`src/rtl/sc_game_pkg.sv`:
```
// Shared definitions for the Frogger game-flow controller: state codes,
// lives width and default timing/limit parameters.
package sc_game_pkg;

    localparam logic [2:0] STATE_IDLE     = 3'd0;
    localparam logic [2:0] STATE_PLAY     = 3'd1;
    localparam logic [2:0] STATE_LEVELUP  = 3'd2;
    localparam logic [2:0] STATE_DIED     = 3'd3;
    localparam logic [2:0] STATE_GAMEOVER = 3'd4;
    localparam logic [2:0] STATE_PAUSED   = 3'd5;

    localparam int LIVES_WIDTH    = 3;
    localparam int HOLD_WIDTH     = 8;
    localparam int LIVES_INIT_DEF = 3;
    localparam int LEVEL_MAX_DEF  = 7;
    localparam int HOLD_TICKS_DEF = 8;

    typedef enum logic [2:0] {
        ST_IDLE     = STATE_IDLE,
        ST_PLAY     = STATE_PLAY,
        ST_LEVELUP  = STATE_LEVELUP,
        ST_DIED     = STATE_DIED,
        ST_GAMEOVER = STATE_GAMEOVER,
        ST_PAUSED   = STATE_PAUSED
    } game_state_t;

    function automatic logic is_hold_state(input game_state_t s);
        return (s == ST_LEVELUP) || (s == ST_DIED);
    endfunction

endpackage

```
`src/rtl/sc_tick_holdcounter.sv`:
```
// Counts tick strobes while enabled; done stays high once HOLD_TICKS ticks
// have been seen, until the next clear.
module sc_tick_holdcounter
    import sc_game_pkg::*;
#(
    parameter int HOLD_TICKS = HOLD_TICKS_DEF
) (
    input  logic clk,
    input  logic srst,
    input  logic clear,
    input  logic enable,
    output logic done
);

    localparam logic [HOLD_WIDTH-1:0] HOLD_L = HOLD_WIDTH'(HOLD_TICKS);

    logic [HOLD_WIDTH-1:0] count_reg;

    always_ff @(posedge clk) begin
        if (srst || clear) begin
            count_reg <= '0;
        end else if (enable && !done) begin
            count_reg <= count_reg + HOLD_WIDTH'(1);
        end
    end

    assign done = (count_reg == HOLD_L);

endmodule

```
`src/rtl/sc_game_fsm.sv`:
```
// Frogger game-flow controller: idle/play/level-up/died/game-over sequencing,
// level and lives tracking. Optional pause state enabled by SC_GAMEFSM_PAUSE_EN.
module sc_game_fsm
    import sc_game_pkg::*;
#(
    parameter int LIVES_INIT  = LIVES_INIT_DEF,
    parameter int LEVEL_WIDTH = 3,
    parameter int LEVEL_MAX   = LEVEL_MAX_DEF,
    parameter int HOLD_TICKS  = HOLD_TICKS_DEF
) (
    input  logic                   SC_GAMEFSM_CLOCK_50,
    input  logic                   SC_GAMEFSM_RESET_InHigh,
    input  logic                   SC_GAMEFSM_tick_In,
    input  logic                   SC_GAMEFSM_start_InLow,
    input  logic                   SC_GAMEFSM_win_InLow,
    input  logic                   SC_GAMEFSM_collision_InLow,
    input  logic                   SC_GAMEFSM_pause_InLow,
    output logic [LEVEL_WIDTH-1:0] SC_GAMEFSM_level_Out,
    output logic [LIVES_WIDTH-1:0] SC_GAMEFSM_lives_Out,
    output logic                   SC_GAMEFSM_clear_OutHigh,
    output logic                   SC_GAMEFSM_run_OutHigh,
    output logic [2:0]             SC_GAMEFSM_state_Out,
    output logic                   SC_GAMEFSM_victory_OutHigh
);

    localparam logic [LEVEL_WIDTH-1:0] LEVEL_MAX_L  = LEVEL_WIDTH'(LEVEL_MAX);
    localparam logic [LIVES_WIDTH-1:0] LIVES_INIT_L = LIVES_WIDTH'(LIVES_INIT);

    logic clk;
    logic srst;
    assign clk  = SC_GAMEFSM_CLOCK_50;
    assign srst = SC_GAMEFSM_RESET_InHigh;

    game_state_t            state_reg,   state_next;
    logic [LEVEL_WIDTH-1:0] level_reg,   level_next;
    logic [LIVES_WIDTH-1:0] lives_reg,   lives_next;
    logic                   victory_reg, victory_next;
    logic                   clear_reg,   clear_next;
    logic                   run_reg,     run_next;
    logic                   armed_reg,   armed_next;
    logic                   pressed_reg, pressed_next;
    logic                   hold_done;

`ifndef SC_GAMEFSM_PAUSE_EN
    logic unused_pause;
    assign unused_pause = SC_GAMEFSM_pause_InLow;
`endif

    // Counter is held cleared outside the hold states, so the tick sampled on
    // the entry edge is never counted.
    sc_tick_holdcounter #(
        .HOLD_TICKS(HOLD_TICKS)
    ) u_hold (
        .clk    (clk),
        .srst   (srst),
        .clear  (!is_hold_state(state_reg)),
        .enable (SC_GAMEFSM_tick_In),
        .done   (hold_done)
    );

    always_ff @(posedge clk) begin
        if (srst) begin
            state_reg   <= ST_IDLE;
            level_reg   <= '0;
            lives_reg   <= '0;
            victory_reg <= 1'b0;
            clear_reg   <= 1'b0;
            run_reg     <= 1'b0;
            armed_reg   <= 1'b0;
            pressed_reg <= 1'b0;
        end else begin
            state_reg   <= state_next;
            level_reg   <= level_next;
            lives_reg   <= lives_next;
            victory_reg <= victory_next;
            clear_reg   <= clear_next;
            run_reg     <= run_next;
            armed_reg   <= armed_next;
            pressed_reg <= pressed_next;
        end
    end

    always_comb begin
        state_next   = state_reg;
        level_next   = level_reg;
        lives_next   = lives_reg;
        victory_next = victory_reg;
        clear_next   = 1'b0;
        armed_next   = armed_reg;
        pressed_next = pressed_reg;

        case (state_reg)
            ST_IDLE: begin
                if (!SC_GAMEFSM_start_InLow) begin
                    state_next   = ST_PLAY;
                    level_next   = '0;
                    lives_next   = LIVES_INIT_L;
                    victory_next = 1'b0;
                    clear_next   = 1'b1;
                end
            end
            ST_PLAY: begin
                if (!SC_GAMEFSM_win_InLow) begin
                    if (level_reg < LEVEL_MAX_L) begin
                        state_next = ST_LEVELUP;
                        level_next = level_reg + LEVEL_WIDTH'(1);
                    end else begin
                        state_next   = ST_GAMEOVER;
                        victory_next = 1'b1;
                    end
                end else if (!SC_GAMEFSM_collision_InLow) begin
                    state_next = ST_DIED;
                    lives_next = (lives_reg != '0) ? lives_reg - LIVES_WIDTH'(1) : '0;
`ifdef SC_GAMEFSM_PAUSE_EN
                end else if (!SC_GAMEFSM_pause_InLow) begin
                    state_next = ST_PAUSED;
`endif
                end
            end
            ST_LEVELUP: begin
                if (hold_done) begin
                    state_next = ST_PLAY;
                    clear_next = 1'b1;
                end
            end
            ST_DIED: begin
                if (hold_done) begin
                    if (lives_reg != '0) begin
                        state_next = ST_PLAY;
                        clear_next = 1'b1;
                    end else begin
                        state_next   = ST_GAMEOVER;
                        victory_next = 1'b0;
                    end
                end
            end
            ST_GAMEOVER: begin
                // Restart needs release, press, release so a held button
                // cannot bounce straight through IDLE into a new game.
                if (!armed_reg) begin
                    armed_next = SC_GAMEFSM_start_InLow;
                end else if (!pressed_reg) begin
                    pressed_next = !SC_GAMEFSM_start_InLow;
                end else if (SC_GAMEFSM_start_InLow) begin
                    state_next   = ST_IDLE;
                    armed_next   = 1'b0;
                    pressed_next = 1'b0;
                end
            end
`ifdef SC_GAMEFSM_PAUSE_EN
            ST_PAUSED: begin
                if (SC_GAMEFSM_pause_InLow) begin
                    state_next = ST_PLAY;
                end
            end
`endif
            default: begin
                state_next = ST_IDLE;
            end
        endcase

        run_next = (state_next == ST_PLAY);
    end

    assign SC_GAMEFSM_level_Out       = level_reg;
    assign SC_GAMEFSM_lives_Out       = lives_reg;
    assign SC_GAMEFSM_clear_OutHigh   = clear_reg;
    assign SC_GAMEFSM_run_OutHigh     = run_reg;
    assign SC_GAMEFSM_state_Out       = state_reg;
    assign SC_GAMEFSM_victory_OutHigh = victory_reg;

endmodule

```
`config.mk`:
```
export PLATFORM = sky130hd
export DESIGN_NAME = sc_game_fsm
export DESIGN_NICKNAME = d
export VERILOG_FILES = /design/src/rtl/sc_game_pkg.sv /design/src/rtl/sc_tick_holdcounter.sv /design/src/rtl/sc_game_fsm.sv
export SDC_FILE = /design/constraint.sdc
export NUM_CORES = 1
export LEC_CHECK = 0
export CELL_PAD_IN_SITES_DETAIL_PLACEMENT = 0
export CELL_PAD_IN_SITES_GLOBAL_PLACEMENT = 1
export CORE_MARGIN = 1
export CORE_UTILIZATION = 38
export DETAILED_ROUTE_END_ITERATION = 7
export GPL_TIMING_DRIVEN = 0
export HOLD_SLACK_MARGIN = 0.12
export PLACE_DENSITY = 0.86
export SLEW_MARGIN = 20
export SYNTH_ARGS = -nofsm -noshare
export SYNTH_HDL_FRONTEND = slang
export SYNTH_HIERARCHICAL = 1
export SYNTH_SLANG_ARGS = --single-unit
```
`constraint.sdc`:
```
create_clock -name SC_GAMEFSM_CLOCK_50 -period 2.1 [get_ports SC_GAMEFSM_CLOCK_50]
set_input_delay 0.315 -clock SC_GAMEFSM_CLOCK_50 [delete_from_list [all_inputs] [get_ports SC_GAMEFSM_CLOCK_50]]
set_output_delay 0.315 -clock SC_GAMEFSM_CLOCK_50 [all_outputs]
set_load 0.05 [all_outputs]
```
Word level (Yosys, flattened, before mapping)
Cells that the tools add are included.
{"block": "classes", "n_addsub": 3, "n_mul": 0, "div": 0, "magnitude_cmp": 1, "n_eq_ne": 14, "shifts": 0, "mux": 34, "bitwise": 0, "n_reduce_logical": 14}
{"op": "$mux 3", "n": 17}
{"op": "$pmux 3 s5", "n": 1}
{"op": "$ne 2x2->1 const B", "n": 7}
{"op": "$mux 1", "n": 12}
{"op": "$pmux 3 s2", "n": 2}
{"op": "$add 8x1->8 const B", "n": 1}
{"op": "$eq 8x4->1 const B", "n": 1}
{"op": "$reduce_and 4->1", "n": 2}
{"op": "$eq 3x1->1 const B", "n": 2}
{"op": "$eq 3x2->1 const B", "n": 2}
{"op": "$pmux 1 s3", "n": 2}
{"op": "$reduce_and 6->1", "n": 1}
{"op": "$reduce_bool 3->1", "n": 2}
{"op": "$add 3x1->3 const B", "n": 1}
{"op": "$eq 3x3->1 const B", "n": 1}
{"op": "$logic_not 1->1", "n": 3}
{"op": "$logic_not 3->1", "n": 1}
{"op": "$lt 3x3->1 const B", "n": 1}
{"op": "$sub 3x1->3 const B", "n": 1}
{"op": "$logic_or 1x1->1", "n": 2}
{"op": "$ne 2x1->1 const B", "n": 1}
{"op": "$reduce_and 2->1", "n": 1}
{"op": "$reduce_bool 2->1", "n": 1}
{"op": "$logic_and 1x1->1", "n": 1}
{"block": "word_totals", "reg_bits": 22, "latch_bits": 0, "mem_bits_rw": 0, "rom_bits": 0, "in_bits": 7, "output_inout_bits": 12, "word_cells": 75, "n_memories": 0}

Depth between registers and ports, before layout
{"block": "logic_depth", "depth_word": 5, "depth_mapped": 7, "mapped_depth_nobuf": 7}

Modules after synthesis
Netlist, hierarchy kept.
{"module": "sc_game_fsm", "n_inst": 1, "cells_each": 87, "area_each_um2": 738.2, "seq_area_each_um2": 280.3}
{"module": "sc_tick_holdcounter", "n_inst": 1, "cells_each": 50, "area_each_um2": 419.2, "seq_area_each_um2": 160.2}

Worst setup path before layout
OpenSTA, ideal clock, no wires.
{"block": "synth_path", "path_type": "flip-flop to flip-flop", "from": "register state_reg[0], in the netlist SC_GAMEFSM_state_Out[0]", "to": "register lives_reg[1], in the netlist SC_GAMEFSM_lives_Out[1]", "setup_time_ns": 0.115, "arrival_ns": 1.597, "required_ns": 1.985, "setup_slack_ns": 0.388, "path_stages_with_launch": 6, "path_buffers": 1, "synth_period_minus_slack_ns": 1.712, "path_cell_list": "dfxtp_1 buf_6 nand3b_1 a211o_1 o21a_1 o21ba_1"}
{"block": "synth_between", "elab_chain_len": 3, "elab_cells_between_ends": 8, "classes_between": "eq/ne (4); mux (1); reduce/logical (3)"}
{"item": "from (decl)", "line": "sc_game_fsm.sv:34", "rtl": "game_state_t state_reg, state_next;"}
{"item": "from (signal assigned)", "line": "sc_game_fsm.sv:72", "rtl": "state_reg <= state_next;"}
{"item": "$eq 3x1->1 / $logic_not 3->1 (equally long branches)", "line": "sc_game_fsm.sv:92", "rtl": "case (state_reg)"}
{"item": "$ne 2x2->1 (no source line) / $reduce_bool 2->1 (equally long branches)"}
{"item": "$reduce_and 4->1 (no source line)"}
{"item": "to (signal assigned)", "line": "sc_game_fsm.sv:74", "rtl": "lives_reg <= lives_next;"}
{"item": "to (decl)", "line": "sc_game_fsm.sv:36", "rtl": "logic [LIVES_WIDTH-1:0] lives_reg, lives_next;"}
Parallel ways exist; a longest one is shown, timed or not.
A chain may end at the register's enable or synchronous reset.

Worst setup path in the final report
{"block": "layout_path", "from": "register state_reg[1], in the netlist SC_GAMEFSM_state_Out[1]", "to": "output port SC_GAMEFSM_state_Out[1]"}
{"item": "to (decl)", "line": "sc_game_fsm.sv:22", "rtl": "output logic [2:0] SC_GAMEFSM_state_Out,"}
No word-level cell between the ends.

==> results.cfg <==
[outcome]
outcome = finished with violations
violations = DRC

[floorplan]
start_util_pct = 40.9
chipWidth_um = 57.2
fp.dieH_um = 57.2
dieArea_um2 = 3270
num_rows = 19
ios = 19
core_um2 = 2830

[timing]
clock.fmax_ghz = 0.507
finalClockSkew_ns = 0.00406
fin_tns_setup_ns = 0
finalHoldViolCount = 0
finalSetupViolCount = 0
maxSlewViolCount = 0
period_share_pct = 93.9
period_minus_slack_ns = 1.97
max_slew_margin_pct = 57.1
tightest_slew_ns = 0.634
rsz0062_at_grt = no
fin_hold_ws_ns = 0.503

[place]
dp_hpwl_mm = 1.95
port_buffers = 17
place_congestion = 0.789
placed_area_um2 = 1370

[drt]
drc_errors = 2
routedWlPerCell_um = 13.4
routed_wl_mm = 2.53
antenna_left = 0
vias_per_cell = 5.77
dr.pass1.iters = 6
vias = 1090
drt_iter0_drc = 38

[worst_setup_path]
crit_required_ns = 1.78
crit_buf_inv = 1
crit_fanout = 7
cp_top_family = buffers and inverters
crit_slowest_cell = clkdlybuf4s50_1
crit_path_end_kind = primary output
slowest_delay_ns = 0.86
critPathKind = flip-flop to primary output
cp.arrival_ns = 1.66
crit_chain = clkdlybuf4s50_1
start_kind = flip-flop

[yosys]
syn_avg_cell_area_um2 = 8.45
netlist_top_cells_area = dfxtp_1 (38%), a21oi_1 (5.6%), nand2_1 (4.9%), nor2_1 (3.6%), ha_1 (3.2%)
synth.top_cell.area_share_pct = 38.1
synth_area_leader_cell = dfxtp_1
ys_seq_elements = 22
yosys_warnings = 6
async_reset_ff_share_pct = 0
syn_inst = 137
syn_area_um2 = 1160
synth_enable_flop_cells = 0
ys_seq_area_share_pct = 38.1
yosysUniqueCellTypes = 46
synth.net_count = 147
synth_top_flop_cell = dfxtp_1

[clock_network]
cts_buffer_depth = 2
clock_sinks = 22
cts-resized-gates = 0
clk_latency_ns = 0.31
ctsHoldBuffers = 0
cts_setup_buffers = 0
htree_levels = 1
tritoncts = yes
clk_pin_slew_ns = 0.12
cts_buffers = 3
ctsRootBufferMaster = clkbuf_4

[final_layout]
drive_above_1_share_pct = 7.59
layout_commonest_cell = dfxtp_1
finalNetCount = 169
largest_register_ffs = 8
antenna_cells = 0
area_delta_synth_final_pct = 22.6
finalInstanceArea_um2 = 1420
final_cell_mix = dfxtp_1 (22), clkdlybuf4s50_1 (17), nand2_1 (15)

[pwr]
power.density_nw_per_um2 = 684
max-vdd-ir-drop_mv = 0.408
power.leakage_nw = 0.486

[grt]
grtUsageTotal_pct = 16.8
grt_max_degree = 14
grt_pass1_vias = 1075
antenna_found_initial = 0
grt_overflow_total = 0
grt_pass1_wl_mm = 4.37

[run]
max_cap_viol_count = 0

[hold_path]
min_path_type = flip-flop to flip-flop
[layout make-up]
class | instances | area (um2)
fill | 276 | 1410
multi-input combinational | 105 | 671
tap | 31 | 38.8
timing repair buffer | 17 | 170
clock inverter | 1 | 30.0
inverter | 5 | 18.8
clock buffer | 3 | 22.5
sequential | 22 | 440
buffer | 5 | 27.5
[cell usage after synthesis, types with 2 or more instances]
cell type	count
dfxtp_1	22
nand2_1	15
a21oi_1	13
nor2_1	11
inv_1	5
o21ai_0	5
nand2b_1	4
nand4_1	4
clkbuf_1	3
ha_1	3
mux2i_1	3
nor2b_1	3
nor3_1	3
nand3_1	2
nand3_2	2
nand4b_1	2
nor3b_1	2
nor3b_2	2
nor4_1	2
o21a_1	2
o22ai_1	2
o31ai_1	2
xor2_1	2
[stage by stage]
stage	setup WS (ns)	utilization (%)	cells	power, mW
floorplan	0.388	-	137	0.593
global placement	0.170	48.3	185	0.655
detailed placement	0.120	48.3	185	0.657
CTS	0.116	50.2	189	0.986
global route	0.0668	50.2	189	1.02
finish	0.127	50.2	189	0.971
[power by group]
part | internal (mW) | switching, mW
clock network | 0.193 | 0.130
registers | 0.433 | 0.0183
logic | 0.0746 | 0.122
total | 0.701 | 0.271
[final timing paths]
check	slack (ns)	cells after the start	to	from
worst min-delay path	0.50	2	SC_GAMEFSM_victory_OutHigh	SC_GAMEFSM_victory_OutHigh
worst max-delay path	0.13	1	SC_GAMEFSM_state_Out[1]	SC_GAMEFSM_state_Out[1]
worst max register to register	0.38	6	SC_GAMEFSM_run_OutHigh	u_hold/count_reg[3]
worst min register to register	0.50	2	SC_GAMEFSM_victory_OutHigh	SC_GAMEFSM_victory_OutHigh
[logic make-up after synthesis]
group | Yosys count | share of synthesized area, %
DFF | 22 | 38.1
muxes | 3 | 2.59
buffers and inverters | 10 | 4.00
AOI/OAI and AO/OA | 35 | 19.8
xor gates and xnor gates | 2 | 1.51
and+or+nand+nor | 62 | 30.8
adders and majority gates | 3 | 3.24
[metal layers]
metal / vias to the layer above / track usage (%) / part of all wire [%]
met5: - / 0 / 0
li1: 550 / - / -
met1: 521 / 19.3 / 44
met4: 0 / 5.57 / 0.67
met3: 2 / 4.76 / 4.0
met2: 17 / 30.1 / 51
Note: power is estimated with default switching activity, not from simulation.
